`config.mk`:
```
export PLATFORM = sky130hd
export DESIGN_NAME = strip_allocator
export DESIGN_NICKNAME = d
export VERILOG_FILES = /design/src/rtl/strip_pkg.sv /design/src/rtl/strip_fill_bank.sv /design/src/rtl/strip_allocator.sv
export SDC_FILE = /design/constraint.sdc
export NUM_CORES = 1
export LEC_CHECK = 0
export ABC_AREA = 1
export BUFFER_PORTS_ARGS = -buffer_cell sky130_fd_sc_hd__buf_4
export CAP_MARGIN = 10
export CORE_ASPECT_RATIO = 1.5
export CORE_MARGIN = 2
export CORE_UTILIZATION = 55
export CTS_CLUSTER_DIAMETER = 80
export DETAILED_ROUTE_END_ITERATION = 8
export MAX_ROUTING_LAYER = met4
export PLACE_DENSITY = 0.76
export SYNTH_ARGS = -nofsm -noshare
export SYNTH_HDL_FRONTEND = slang
export SYNTH_SLANG_ARGS = --single-unit
```
`constraint.sdc`:
```
create_clock -name clk -period 3.66 [get_ports clk]
set_input_delay 0 -clock clk [delete_from_list [all_inputs] [get_ports clk]]
set_output_delay 0 -clock clk [all_outputs]
set_load 0.02 [all_outputs]
```
`src/rtl/strip_pkg.sv`:
```
// ============================================================================
// Module   : strip_pkg
// Brief    : Shared constants, FSM state encoding and the height-to-ROM-address
//            map for the strip allocator.
// Revision : 1.0 - initial release
// ============================================================================
`default_nettype none

package strip_pkg;

    localparam int         NUM_STRIPS_DEF   = 13;
    localparam logic [3:0] STRIP_ID_INVALID = 4'hD;
    localparam logic [4:0] H_MIN            = 5'd4;
    localparam logic [4:0] H_MAX            = 5'd16;
    localparam logic [4:0] H_CLAMP          = 5'd13;
    localparam logic [3:0] ROM_ADDR_MAX     = 4'd9;

    typedef enum logic [1:0] {
        ST_IDLE   = 2'd0,
        ST_LOOKUP = 2'd1,
        ST_CHECK  = 2'd2,
        ST_DONE   = 2'd3
    } state_t;

    // Heights 4..12 map linearly onto addresses 0..8; all taller heights
    // share the last ROM row. Caller guarantees h is already in range.
    function automatic logic [3:0] map_height(input logic [4:0] h);
        if (h >= H_CLAMP) begin
            return ROM_ADDR_MAX;
        end
        return 4'(h - H_MIN);
    endfunction

endpackage

`default_nettype wire

```
`src/rtl/strip_fill_bank.sv`:
```
// ============================================================================
// Module   : strip_fill_bank
// Brief    : Per-strip fill pointers. One combinational read port, one
//            accumulate-style write port, synchronous clear, async reset.
// Revision : 1.0 - initial release
// ============================================================================
`default_nettype none

module strip_fill_bank #(
    parameter int NUM_STRIPS = 13,
    parameter int W_BITS     = 7
) (
    input  logic              clk,
    input  logic              rst,
    input  logic              clear,
    input  logic [3:0]        rd_id,
    output logic [W_BITS-1:0] rd_used,
    input  logic [3:0]        wr_id,
    input  logic [W_BITS-1:0] wr_add,
    input  logic              we
);

    logic [W_BITS-1:0] r_used [NUM_STRIPS];

    // Fill pointers: zeroed by reset or clear, otherwise advanced by wr_add.
    always_ff @(posedge clk or posedge rst) begin
        if (rst) begin
            for (int i = 0; i < NUM_STRIPS; i++) begin
                r_used[i] <= '0;
            end
        end else if (clear) begin
            for (int i = 0; i < NUM_STRIPS; i++) begin
                r_used[i] <= '0;
            end
        end else begin
            for (int i = 0; i < NUM_STRIPS; i++) begin
                if (we && (wr_id == 4'(i))) begin
                    r_used[i] <= r_used[i] + wr_add;
                end
            end
        end
    end

    // Read port; out-of-range ids read as zero.
    always_comb begin
        rd_used = '0;
        for (int i = 0; i < NUM_STRIPS; i++) begin
            if (rd_id == 4'(i)) begin
                rd_used = r_used[i];
            end
        end
    end

endmodule

`default_nettype wire

```
`src/rtl/strip_allocator.sv`:
```
// ============================================================================
// Module   : strip_allocator
// Brief    : Maps a rectangle height to a candidate-ROM address, walks the
//            three returned strip ids in priority order and places the
//            rectangle in the first valid strip with room left.
// Config   : STRIP_ALLOC_STATS_EN adds saturating placed/rejected counters.
// Revision : 1.0 - initial release
// ============================================================================
`default_nettype none

module strip_allocator
    import strip_pkg::*;
#(
    parameter int STRIP_W    = 64,
    parameter int W_BITS     = 7,
    parameter int NUM_STRIPS = NUM_STRIPS_DEF
) (
    input  logic              clk,
    input  logic              rst,
    input  logic              clear,
    input  logic              in_valid,
    output logic              in_ready,
    input  logic [4:0]        in_height,
    input  logic [W_BITS-1:0] in_width,
    output logic              rom_en,
    output logic [3:0]        rom_addr,
    input  logic [3:0]        rom_id1,
    input  logic [3:0]        rom_id2,
    input  logic [3:0]        rom_id3,
    output logic              out_valid,
    input  logic              out_ready,
    output logic              out_ok,
    output logic [3:0]        out_strip,
    output logic [W_BITS-1:0] out_x
`ifdef STRIP_ALLOC_STATS_EN
    ,
    output logic [15:0]       stat_placed,
    output logic [15:0]       stat_rejected
`endif
);

    state_t            r_state, w_state_nx;
    logic [1:0]        r_idx, w_idx_nx;
    logic [W_BITS-1:0] r_width, w_width_nx;
    logic              r_rom_en, w_rom_en_nx;
    logic [3:0]        r_rom_addr, w_rom_addr_nx;
    logic              r_out_ok, w_out_ok_nx;
    logic [3:0]        r_out_strip, w_out_strip_nx;
    logic [W_BITS-1:0] r_out_x, w_out_x_nx;

    logic [3:0]        w_cand;
    logic              w_cand_valid;
    logic [W_BITS-1:0] w_used;
    logic [W_BITS:0]   w_sum;
    logic              w_fits;
    logic              w_commit;
    logic              w_clear;
    logic              w_bad_req;

    assign in_ready  = (r_state == ST_IDLE) && !clear;
    assign w_clear   = clear && (r_state == ST_IDLE);
    assign out_valid = (r_state == ST_DONE);
    assign rom_en    = r_rom_en;
    assign rom_addr  = r_rom_addr;
    assign out_ok    = r_out_ok;
    assign out_strip = r_out_strip;
    assign out_x     = r_out_x;

    assign w_bad_req = (in_height < H_MIN) || (in_height > H_MAX) || (in_width == '0);

    // Priority select of the candidate currently under evaluation.
    always_comb begin
        w_cand = rom_id3;
        case (r_idx)
            2'd0:    w_cand = rom_id1;
            2'd1:    w_cand = rom_id2;
            default: w_cand = rom_id3;
        endcase
    end

    // Sum is one bit wider so an oversized width cannot wrap into a fit.
    assign w_cand_valid = (int'(w_cand) < NUM_STRIPS);
    assign w_sum        = {1'b0, w_used} + {1'b0, r_width};
    assign w_fits       = (w_sum <= (W_BITS+1)'(STRIP_W));
    assign w_commit     = (r_state == ST_CHECK) && w_cand_valid && w_fits;

    strip_fill_bank #(
        .NUM_STRIPS (NUM_STRIPS),
        .W_BITS     (W_BITS)
    ) u_fill_bank (
        .clk     (clk),
        .rst     (rst),
        .clear   (w_clear),
        .rd_id   (w_cand),
        .rd_used (w_used),
        .wr_id   (w_cand),
        .wr_add  (r_width),
        .we      (w_commit)
    );

    // State and datapath registers.
    always_ff @(posedge clk or posedge rst) begin
        if (rst) begin
            r_state     <= ST_IDLE;
            r_idx       <= 2'd0;
            r_width     <= '0;
            r_rom_en    <= 1'b0;
            r_rom_addr  <= 4'd0;
            r_out_ok    <= 1'b0;
            r_out_strip <= 4'd0;
            r_out_x     <= '0;
        end else begin
            r_state     <= w_state_nx;
            r_idx       <= w_idx_nx;
            r_width     <= w_width_nx;
            r_rom_en    <= w_rom_en_nx;
            r_rom_addr  <= w_rom_addr_nx;
            r_out_ok    <= w_out_ok_nx;
            r_out_strip <= w_out_strip_nx;
            r_out_x     <= w_out_x_nx;
        end
    end

    // Next-state and next-register values; the result fields are zeroed on
    // accept so a reject never needs to touch them again.
    always_comb begin
        w_state_nx     = r_state;
        w_idx_nx       = r_idx;
        w_width_nx     = r_width;
        w_rom_en_nx    = 1'b0;
        w_rom_addr_nx  = r_rom_addr;
        w_out_ok_nx    = r_out_ok;
        w_out_strip_nx = r_out_strip;
        w_out_x_nx     = r_out_x;
        case (r_state)
            ST_IDLE: begin
                if (in_valid && !clear) begin
                    w_width_nx     = in_width;
                    w_out_ok_nx    = 1'b0;
                    w_out_strip_nx = 4'd0;
                    w_out_x_nx     = '0;
                    if (w_bad_req) begin
                        w_state_nx = ST_DONE;
                    end else begin
                        w_state_nx    = ST_LOOKUP;
                        w_rom_en_nx   = 1'b1;
                        w_rom_addr_nx = map_height(in_height);
                    end
                end
            end
            ST_LOOKUP: begin
                w_idx_nx   = 2'd0;
                w_state_nx = ST_CHECK;
            end
            ST_CHECK: begin
                if (w_cand_valid && w_fits) begin
                    w_out_ok_nx    = 1'b1;
                    w_out_strip_nx = w_cand;
                    w_out_x_nx     = w_used;
                    w_state_nx     = ST_DONE;
                end else if (r_idx < 2'd2) begin
                    w_idx_nx = r_idx + 2'd1;
                end else begin
                    w_state_nx = ST_DONE;
                end
            end
            ST_DONE: begin
                if (out_ready) begin
                    w_state_nx = ST_IDLE;
                end
            end
            default: begin
                w_state_nx = ST_IDLE;
            end
        endcase
    end

`ifdef STRIP_ALLOC_STATS_EN
    logic        w_done_hs;
    logic [15:0] r_stat_placed;
    logic [15:0] r_stat_rejected;

    assign w_done_hs     = (r_state == ST_DONE) && out_ready;
    assign stat_placed   = r_stat_placed;
    assign stat_rejected = r_stat_rejected;

    // Saturating outcome counters, bumped once per delivered result.
    always_ff @(posedge clk or posedge rst) begin
        if (rst) begin
            r_stat_placed   <= 16'd0;
            r_stat_rejected <= 16'd0;
        end else if (w_clear) begin
            r_stat_placed   <= 16'd0;
            r_stat_rejected <= 16'd0;
        end else if (w_done_hs) begin
            if (r_out_ok) begin
                if (r_stat_placed != 16'hFFFF) begin
                    r_stat_placed <= r_stat_placed + 16'd1;
                end
            end else begin
                if (r_stat_rejected != 16'hFFFF) begin
                    r_stat_rejected <= r_stat_rejected + 16'd1;
                end
            end
        end
    end
`endif

endmodule

`default_nettype wire

```
# == Word-level counts from Yosys, hierarchy flattened ==
# Cells that the tools add are included.
# classes
add_sub_neg,16
magnitude_cmp,6
n_eq_ne,22
mux,55
bitwise,1
n_reduce_logical,46
# op_table
cell,count
$mux 7,28
$add 7x7->7,13
$mux 91,1
$reduce_bool 2->1,15
$eq 4x4->1 const B,5
$logic_and 1x1->1,19
$eq 4x3->1 const B,4
$mux 4,4
$pmux 4 s2,2
$mux 2,7
$pmux 7 s2,1
$reduce_and 3->1,4
$mux 1,9
$add 7x7->8,1
$eq 4x2->1 const B,2
$le 8x7->1 const B,1
$ne 2x1->1 const B,4
$pmux 2 s4,1
$logic_not 7->1,1
$ge 5x4->1 const B,1
$gt 5x5->1 const B,1
$lt 5x3->1 const B,1
$eq 2x1->1 const B,2
$eq 2x2->1 const B,2
other kinds (15),17
# word_totals
register_bits,119
inputBits,29
output_inout_bits,19
wordCells,167

# == Depth between registers and ports, before layout ==
# Gate-level depths: netlist of run 1.
# depth
depth_word,22
ltp_mapped,34
ltp_nobuf,34

# == Hierarchy ==
# Synthesis of run 1 repeated with hierarchy kept, for this count alone.
# unflattened
hier_cells,1198
area_unflattened_um2,8918.6
# by_module_without_submodules
module,instances,cells_each,area_per_inst_um2,seq_area_each_um2
strip_fill_bank,1,956,7120.6,2277.2
strip_allocator,1,242,1798.0,700.7

# == Least setup slack after synthesis of run 1 ==
# Ideal clock, no wire load.
# synth_timing
path_type,register -> register
from,register r_idx[0]
to,register u_fill_bank.r_used[10] (netlist bit)
setup_time_ns,0.122
t_arrival_ns,3.864
required_ns,3.538
path_slack_ns,-0.325
stages_incl_launch_ff,33
n_path_buf,1
synth_period_minus_slack_ns,3.985
path_cell_list,dfrtp_1 -> inv_1 -> ha_1 -> nor2_4 -> nand2_1 -> nand2_2 -> inv_1 -> nor2_1 -> inv_2 -> nor2_4 -> nand2_1 -> nand4_1 -> nor2_1 -> nand2_1 -> nand2_1 -> nand4_1 -> nand2_1 -> inv_1 -> ha_1 -> inv_1 -> fa_1 -> o21ai_1 -> nand2_1 -> a21oi_1 -> nor2_1 -> xor2_1 -> nand2_1 -> nand3_4 -> inv_6 -> buf_8 -> nand2_2 -> nand3_1 -> o21ai_2
# synth_between
elab_chain_cells,21
elab_cells_between_ends,36
cone_classes,1 x add/sub; 2 x order compare; 13 x eq/ne; 14 x mux; 6 x reduce/logical
# synth_lines
item,line_no,source
start: declaration,strip_allocator.sv:43,"logic [1:0] r_idx, w_idx_nx;"
start signal: assignment,strip_allocator.sv:114,r_idx <= w_idx_nx;
$eq 2x1->1 or $logic_not 2->1 (tied branches),strip_allocator.sv:74,case (r_idx)
$pmux 4 s2 (*),strip_allocator.sv:74,
$logic_not 4->1,strip_fill_bank.sv:48,if (rd_id == 4'(i)) begin
$mux 7 (13 in a row),strip_fill_bank.sv:48,
$add 7x7->8,strip_allocator.sv:83,"assign w_sum = {1'b0, w_used} + {1'b0, r_width};"
$le 8x7->1,strip_allocator.sv:84,assign w_fits = (w_sum <= (W_BITS+1)'(STRIP_W));
$logic_and 1x1->1,strip_allocator.sv:85,assign w_commit = (r_state == ST_CHECK) && w_cand_valid && w_fits;
$logic_and 1x1->1 (*),strip_fill_bank.sv:37,if (we && (wr_id == 4'(i))) begin
$reduce_bool 2->1 (no source line) (*),-,
end signal: indexed assignment,strip_fill_bank.sv:38,r_used[i] <= r_used[i] + wr_add;
end: declaration,strip_fill_bank.sv:23,logic [W_BITS-1:0] r_used [NUM_STRIPS];
# Mark *: on every way between the ends. The rest lies on a longest branch, timed or not.
# A chain may end at the register's enable or synchronous reset.

# == Worst setup path in the final report of run 1 ==
# layout_timing
from,register r_idx[1]
to,register u_fill_bank.r_used[62] (netlist bit)
# Same word-level chain as after synthesis.

==> key figures, run 1 <==
Run status
  – Status: complete, but fails checks
  – Failing checks: setup timing

Global route
  – Largest net degree at the start of global routing: 62
  – Total grt overflow: 0
  – Antenna violations before repair: 0
  – Vias in the first global route: 8707
  – First-pass GRT wire length: 43190 µm
  – GRT Total Usage: 32.13%

Timing
  – Fin. Hold Viols: 0
  – Slew @ Worst Pin: 1.056 ns
  – Final Max Tran Viols: 0
  – Crit share post-route: 119.7%
  – FMAX: 228.2 MHz
  – Min cycle time layout: 4.383 ns
  – Max Clock Skew: 0.006303 ns
  – Slew margin rel.: 29.62%
  – # setup viols final: 107
  – Worst Hold Margin: 0.07358 ns
  – RSZ-0062 raised after global routing: yes
  – Final WS setup: -0.7227 ns
  – Fin Setup TNS: -65.98 ns

Synth
  – Yosys cell types: 43
  – Post-synthesis sequential area ratio: 32.14%
  – Share of the synthesized area in the top cell type: 32.14%
  – Synth top area cells: dfrtp_1 (32%), ha_1 (12%), nand2_1 (7.9%), nand3_1 (7.4%), o21ai_2 (6.7%)
  – Cell Area, Synth: 9266 µm²
  – Mapped Nets: 1216
  – Syn Area/Cell: 8.572 µm²
  – Ys flop type: dfrtp_1
  – Post-synth EDFFs: 0
  – Ys Warns: 0
  – Synth area leader: dfrtp_1
  – Flops & latches, synth: 119
  – Async set-reset flop share out of synthesis: 100.0%
  – Syn Inst Count: 1081

Floorplan
  – Core area: 16620 µm²
  – # IOs: 48
  – Initial core utilization: 55.76%
  – Die area: 17920 µm²
  – Die W: 110.0 µm
  – Core Rows: 58
  – Die Ht: 163.0 µm

Clock network
  – Reg clk slew, reported paths: 0.05 ns
  – Worst skew pair latency: 0.42 ns
  – Clk root buf: clkbuf_16
  – Sink Count: 119
  – CTS tree: done
  – CTS Buffer Depth: 2
  – H-tree levels: 4
  – TritonCTS Buffers: 17

Drt
  – Starting DRT DRC Count: 520
  – Post-route ant nets: 0
  – Via count: 8785
  – Post-Route WL: 28250 µm
  – Routed WL per cell: 19.28 µm
  – Vias per std cell: 5.997
  – DRC viols: 0
  – Detailed Routing Iterations Pass 1: 5

Flow run
  – Max-Cap Viols: 0

Critical path
  – Worst setup SP type: register
  – CP endpoint kind: register
  – Crit path max fanout: 8
  – Worst EP required: 3.99 ns
  – Crit path DAT: 4.71 ns
  – Crit path kind: register to register

Power and ir drop
  – Maximum VDD drop: 0.5705 mV
  – Internal power: 0.005871 W
  – Sw Ratio: 47.08%
  – Clock power share: 17.4%
  – Reg power frac: 19.3%
  – Pwr Total: 0.01110 W
  – Logic pwr share: 63.3%
  – Power Dens Cells: 920.7 nW/µm²
  – Leak: 5.889 nW
  – Switching pwr: 0.005224 W

Layout
  – Layout cells sized above 1: 31.79%
  – Layout area overhead: 30.06%
  – Fill cells: 1123
  – Commonest non-fill, non-tap cells in the layout: nand2_1 (160), buf_4 (123), dfrtp_1 (118), nand3_1 (117)
  – Commonest non-fill, non-tap cell in the layout: nand2_1
  – # diodes: 0
  – Design Area, Final: 12050 µm²
  – Post-layout nets: 1377

Hold path
  – Worst Hold Class: primary input to register

Place
  – Port-buffer cells: 47
  – Dpl hpwl: 17940 µm
  – GPL Wtd Cong: 0.8991
  – Placed inst area: 10480 µm²
==> worst max-delay path, stage by stage, from the launching register on <==
cell and delay [ns]:
dfrtp_1 0.40, inv_2 0.12, ha_4 0.18, nor2_4 0.07
buf_4 0.14, a21oi_4 0.22, nand2_2 0.13, buf_4 0.16
nor2_1 0.13, buf_4 0.16, inv_1 0.07, or2_2 0.31
a21boi_2 0.18, ha_4 0.31, nand3_1 0.10, nand2_2 0.08
a21oi_2 0.07, o21ai_2 0.24, xor2_2 0.19, nand3_1 0.13
nand2_2 0.12, nand3_4 0.11, clkinv_8 0.13, buf_12 0.16
nand3_4 0.14, o21ai_2 0.23
==> metal layers <==
layer | track usage (%) | routed length [µm] | vias up
met2 | 52.82 | 14770 | 353
met5 | - | 0 | -
met4 | 18.93 | 1614 | 0
met3 | 6.202 | 1545 | 136
met1 | 35.62 | 10320 | 4290
li1 | - | - | 4006
==> flip-flops by register name, summed over array words and instances, names as in the netlist <==
name,flops
out_x,7
u_fill_bank.r_used,91
rom_addr,4
out_ok,1
rom_en,1
r_state,2
r_idx,2
out_strip,4
r_width,7
==> Yosys cell counts (2+ instances only) <==
library cell and n:
buf_2 3, a31oi_1 2, nand2_1 195, nand3_1 137, nor2_1 32, dfrtp_1 119, clkbuf_1 4, or2_0 3
o21ai_1 22, xor2_1 57, inv_2 2, a21boi_1 4, fa_1 14, o21ai_0 25, o21ai_2 71, xnor2_1 26
nor2_2 4, nand2_2 9, or2_2 11, nand4_1 17, a21oi_4 2, buf_1 10, inv_1 92, nand3_4 14
nor2_4 4, a21oi_1 69, a21o_1 26, ha_1 92
==> cells by family (layout without fill, tap and decap cells) <==
kind of cell	after synthesis	in the layout	synth area share, %
simple gates	432	433	23.16
compound gates	225	225	16.24
flops	119	119	32.14
buf+inv	116	289	5.171
fa+ha+maj	106	106	15.45
xor+xnor	83	83	7.845
==> power groups by stage <==
stage          Clock [W]  Sequential (W)  Combinational, W
3_5_place_dp           0         0.00211           0.00573
4_1_cts          0.00193         0.00210           0.00633
2_1_floorplan          0         0.00208           0.00388
5_1_grt          0.00199         0.00217           0.00756
6_report         0.00193         0.00214           0.00703
3_3_place_gp           0         0.00210           0.00557
==> metrics by stage <==
step / instances / util (%) / setup slack, ns
detailed placement: 1395 / 63.06 / -0.9184
CTS: 1456 / 70.40 / -0.6394
floorplan: 1081 / - / -0.1116
global placement: 1395 / 63.06 / -0.7560
finish: 1465 / 72.52 / -0.7227
global route: 1465 / 72.52 / -0.8671
==> final cells by class <==
cell class,instances,area (µm²),share of cell area (%)
repair buffers,161,1381,11.46
multi-input cells,847,6380,52.94
inverters,96,380.4,3.156
clock inverters,7,162.7,1.350
flip-flops and latches,119,2979,24.72
well taps,210,262.8,2.180
clock buffers,25,505.5,4.194
==> worst paths after layout <==
check                                  start                      to  slack [ns]  cells after the start
min in group asynchronous                rst  u_fill_bank.r_used[32]        0.29                      3
worst min register to register        out_ok                  out_ok        0.49                      2
worst min-delay path            in_height[3]             rom_addr[3]        0.07                      5
max in group asynchronous                rst                r_idx[0]        2.40                      4
worst max-delay path                r_idx[1]  u_fill_bank.r_used[62]       -0.72                     25
worst max register to register      r_idx[1]  u_fill_bank.r_used[62]       -0.72                     25
==> what timing repair did <==
action                     CTS  global route
setup endpoints to repair  107           107
gates resized for setup     77            66
pin swaps                   40            36
hold buffers                18             0
cloned                       0             1
setup buffers               11             8
hold endpoints to repair    73             0
No activity file was read; power rests on OpenSTA's default activity.
==> run 2, diff against run 1 <==
- CORE_UTILIZATION: 55 -> 50
- PLACE_DENSITY: 0.76 -> 0.7
- TNS_END_PERCENT: not set -> 1
==> key figures, run 2 (synthesis results as in run 1) <==
Drt
  – Met1 Wirelength: 10360 µm
  – Met2 WL post-DR: 14680 µm
  – Via count: 8429
  – Routed WL per cell: 18.52 µm
  – Post-Route WL: 27360 µm
  – DR top layer: met4
  – Vias per std cell: 5.707
  – DRC viols: 0
  – DR WL met3: 867 µm
  – Detailed Routing Iterations Pass 1: 6
  – Starting DRT DRC Count: 594
  – Post-route ant nets: 0

Power and ir drop
  – Leak: 5.756 nW
  – Power Dens Cells: 892.3 nW/µm²
  – Maximum VDD drop: 0.3921 mV

Timing
  – Final WS setup: -0.8370 ns
  – Max Clock Skew: 0.01264 ns
  – Slew margin rel.: 34.85%
  – Crit share post-route: 122.9%
  – FMAX: 222.4 MHz
  – # setup viols final: 107
  – Slew @ Worst Pin: 0.9772 ns
  – Fin Setup TNS: -73.98 ns
  – RSZ-0062 raised after global routing: yes
  – Min cycle time layout: 4.497 ns
  – Final Max Tran Viols: 0
  – Worst Hold Margin: 0.03578 ns
  – Fin. Hold Viols: 0

Floorplan
  – Core area: 18320 µm²
  – Die area: 19660 µm²
  – Initial core utilization: 50.59%
  – # IOs: 48
  – Die Ht: 170.7 µm
  – Die W: 115.2 µm
  – Core Rows: 61

Critical path
  – Crit path kind: register to register
  – Worst EP required: 3.97 ns
  – Critical path buffer and inverter count: 20
  – Crit path DAT: 4.81 ns
  – Crit path max fanout: 7
  – CP endpoint kind: register
  – Worst setup SP type: register
  – Critical path's largest stage delay: 0.42 ns
  – CP delay by family, top: buffers and inverters
  – Slowest CP cell: dfrtp_1
  – CP most frequent cell: buf_4

Clock network
  – TritonCTS Buffers: 17
  – Sink Count: 119
  – Reg clk slew, reported paths: 0.05 ns
  – Worst skew pair latency: 0.42 ns
  – CTS Buffer Depth: 2
  – Clk root buf: clkbuf_16
  – CTS tree: done
  – H-tree levels: 4

Run status
  – Status: complete, but fails checks
  – Failing checks: setup timing

Layout
  – Top reg by flops: u_fill_bank.r_used
  – Max FFs per register: 91
  – Commonest non-fill, non-tap cells in the layout: nand2_1 (176), buf_4 (136), nand3_1 (130), dfrtp_1 (119), ha_1 (89)
  – Final core utilization: 63.79%
  – Design Area, Final: 11690 µm²
  – Fill cells: 1486
  – Layout area overhead: 26.10%
  – Finished Layout Cells: 1477
  – Commonest non-fill, non-tap cell in the layout: nand2_1
  – Layout cells sized above 1: 27.53%
  – # diodes: 0
  – Post-layout nets: 1379

Global route
  – Antenna violations before repair: 0
  – Largest net degree at the start of global routing: 68
  – First-pass GRT wire length: 43280 µm
  – GRT Total Usage: 29.32%
  – Vias in the first global route: 8468
  – Total grt overflow: 0

Hold path
  – Worst Hold Class: primary input to register

Flow run
  – Max-Cap Viols: 0

Place
  – Port-buffer cells: 47
  – Placed inst area: 10450 µm²
  – Dpl hpwl: 18450 µm
  – GPL Wtd Cong: 0.9185
  – # placed instances: 1404
run 2: power by group:
part / internal, W / leakage [nW] / total [W] / switching [W]
clock: 0.00125 / 0.313 / 0.00188 / 0.000638
sequential: 0.00169 / 1.63 / 0.00208 / 0.000397
combinational: 0.00264 / 3.81 / 0.00646 / 0.00382
run 2: worst paths after layout:
check	startpoint	to	slack [ns]	cells after the start
max in group asynchronous	rst	r_state[1]	2.39	4
max	r_idx[0]	out_x[0]	-0.84	32
max reg2reg	r_idx[0]	out_x[0]	-0.84	32
min reg2reg	out_x[5]	out_x[5]	0.47	2
min in group asynchronous	rst	u_fill_bank.r_used[25]	0.30	3
min	rom_id3[0]	out_strip[0]	0.04	4
run 2: per-stage QoR:
| stage | setup slack, ns | power [W] |
|---|---|---|
| floorplan | -0.1260 | 0.005893 |
| global placement | -0.6793 | 0.007667 |
| detailed placement | -0.7313 | 0.007810 |
| CTS | -0.6173 | 0.01010 |
| global route | -1.013 | 0.01113 |
| finish | -0.8370 | 0.01043 |
run 2: tightest hold or removal path, delay by kind of cell:
family | cells | cell delay, ns
buffers and inverters | 2 | 0.24
AOI/OAI and AO/OA | 2 | 0.17
run 2: routing by layer:
layer	track usage, %	up-vias
met3	3.471	105
met4	14.56	0
li1	-	4015
met2	52.48	239
met5	-	-
met1	31.72	4070
run 2: timing repair:
action,4_1_cts,5_1_grt
endpoints found under the setup margin,107,107
buffers inserted,21,3
hold endpoints to repair,78,0
gates resized for setup,29,39
cloned,1,0
hold buffers,16,0
pin swaps,21,30
run 2: area by class of cell:
cell class	instances	area, µm²	share of cell area, %
multi-input cells	846	6031	51.61
clock buffers	21	460.4	3.940
flip-flops and latches	119	2978	25.48
well taps	220	275.3	2.356
repair buffers	163	1358	11.62
repair inverters	1	8.758	0.07495
clock inverters	11	196.4	1.681
inverters	96	377.9	3.234
==> run 3, diff against run 2 <==
- CTS_BUF_LIST: not set -> sky130_fd_sc_hd__clkbuf_8
==> key figures, run 3 (synthesis results as in run 1) <==
Drt
  – Post-route ant nets: 0
  – Via count: 8447
  – Starting DRT DRC Count: 504
  – Post-Route WL: 26970 µm
  – Detailed Routing Iterations Pass 1: 7
  – Routed WL per cell: 18.21 µm
  – Vias per std cell: 5.704
  – DRC viols: 0

Timing
  – Min cycle time layout: 4.401 ns
  – Fin Setup TNS: -60.06 ns
  – Fin. Hold Viols: 0
  – Slew @ Worst Pin: 0.9897 ns
  – Max Clock Skew: 0.01857 ns
  – Crit share post-route: 120.2%
  – Final WS setup: -0.7410 ns
  – # setup viols final: 107
  – RSZ-0062 raised after global routing: yes
  – FMAX: 227.2 MHz
  – Slew margin rel.: 34.02%
  – Final Max Tran Viols: 0

Critical path
  – Crit path kind: register to register
  – Slowest CP cell: dfrtp_1
  – Crit path max fanout: 7
  – CP endpoint kind: register
  – CP most frequent cell: buf_4
  – Worst EP required: 4.02 ns
  – Crit path DAT: 4.76 ns
  – Worst setup SP type: register
  – Critical path's largest stage delay: 0.44 ns
  – Worst r2r path cells: 33
  – FF-to-FF setup slack: -0.74 ns

Floorplan
  – Die Ht: 170.7 µm
  – Die W: 115.2 µm
  – # IOs: 48
  – Initial core utilization: 50.59%
  – Core area: 18320 µm²
  – Core Rows: 61
  – Die area: 19660 µm²

Layout
  – Top reg by flops: u_fill_bank.r_used
  – Post-layout nets: 1383
  – Max FFs per register: 91
  – Layout area overhead: 24.72%
  – Commonest non-fill, non-tap cells in the layout: nand2_1 (177), buf_4 (136), nand3_1 (133), dfrtp_1 (119), ha_1 (89)
  – # diodes: 0
  – Commonest non-fill, non-tap cell in the layout: nand2_1
  – Layout cells sized above 1: 27.68%
  – Final core utilization: 63.09%
  – Finished Layout Cells: 1481

Power and ir drop
  – Leak: 5.689 nW
  – Pwr Total: 0.01008 W
  – Power Dens Cells: 872.1 nW/µm²
  – Maximum VDD drop: 0.3910 mV

Global route
  – Total grt overflow: 0
  – First-pass GRT wire length: 42760 µm
  – Largest net degree at the start of global routing: 68
  – Vias in the first global route: 8456
  – GRT Total Usage: 29.14%
  – Antenna violations before repair: 0

Clock network
  – H-tree levels: 4
  – CTS tree: done
  – Reg clk slew, reported paths: 0.07 ns
  – CTS Buffer Depth: 2
  – TritonCTS Buffers: 17
  – Sink Count: 119
  – Clk root buf: clkbuf_8
  – Worst skew pair latency: 0.47 ns

Place
  – Port-buffer cells: 47
  – # placed instances: 1404
  – Dpl hpwl: 18450 µm
  – GPL Wtd Cong: 0.9185

Flow run
  – Max-Cap Viols: 0

Hold path
  – Worst Hold Class: primary input to register
  – Hold path cells: 4

Run status
  – Status: complete, but fails checks
  – Failing checks: setup timing
-- run 3: cell types whose count changed in the layout (fill, tap and decap cells not counted), moves of 2 or more --
| cell | before | now |
|---|---|---|
| buf_12 | 6 | 8 |
| clkbuf_1 | 2 | 0 |
| nand2_4 | 8 | 4 |
| clkbuf_8 | 2 | 19 |
| nand2_8 | 0 | 2 |
| o21ai_1 | 25 | 21 |
| nand3_1 | 130 | 133 |
| nand3_4 | 16 | 14 |
| a21oi_2 | 3 | 1 |
| o21ai_2 | 72 | 76 |
| clkbuf_16 | 17 | 0 |
-- run 3: layer usage --
metal,GRT usage (%),up-vias,wire length (µm)
li1,-,4029,-
met1,30.56,4093,10130
met2,51.79,217,14390
met3,4.180,108,918
met4,16.34,0,1532
met5,-,-,0
-- run 3: report_power, final --
| group | internal [W] | total, W | switching (W) | leakage, nW |
|---|---|---|---|---|
| Sequential | 0.00168 | 0.00208 | 0.000398 | 1.63 |
| Clock | 0.000843 | 0.00143 | 0.000589 | 0.234 |
| Combinational | 0.00277 | 0.00656 | 0.00379 | 3.83 |
| Total | 0.00530 | 0.0101 | 0.00478 | 5.69 |
-- run 3: final timing paths --
kind / startpoint / endpoint
max in group asynchronous: rst / r_state[1]
setup reg to reg: r_idx[0] / out_x[0]
hold reg to reg: rom_addr[0] / rom_addr[0]
hold / removal: rom_id3[0] / out_strip[0]
setup / recovery: r_idx[0] / out_x[0]
min in group asynchronous: rst / u_fill_bank.r_used[24]
-- run 3: metrics by stage --
stage          worst slack (ns)  instance area [µm²]  hold slack, ns
2_1_floorplan           -0.1260                 9289         0.07979
3_3_place_gp            -0.6793                10450          0.2186
3_5_place_dp            -0.7313                10450          0.2246
4_1_cts                 -0.5531                11420         0.01051
5_1_grt                 -0.9293                11560         0.04255
6_report                -0.7410                11560         0.01233
-- run 3: cell type report --
cell class / count / area, µm²
clock buffers: 19 / 261.5
clock inverters: 13 / 203.9
fillers: 1514 / 6760
inverters: 96 / 375.4
multi-input cells: 846 / 6030
flip-flops and latches: 119 / 2978
well taps: 220 / 275.3
repair buffers: 168 / 1434
-- run 3: worst max-delay path: cells and delay by family (launching register included) --
kind                       cells  cell delay (ns)
buffers and inverters         18             2.30
and+or+nand+nor               13             1.30
DFF                            1             0.44
adders and majority gates      1             0.19
AOI/OAI and AO/OA              1             0.10
-- run 3: timing repair --
item                                   in CTS  in global routing
setup endpoints to repair                 107                107
hold buffers                               17                  0
resized for setup                          35                 34
pin swaps                                  19                 17
setup buffers                              26                  2
gates cloned                                0                  0
endpoints found under the hold margin      79                  0
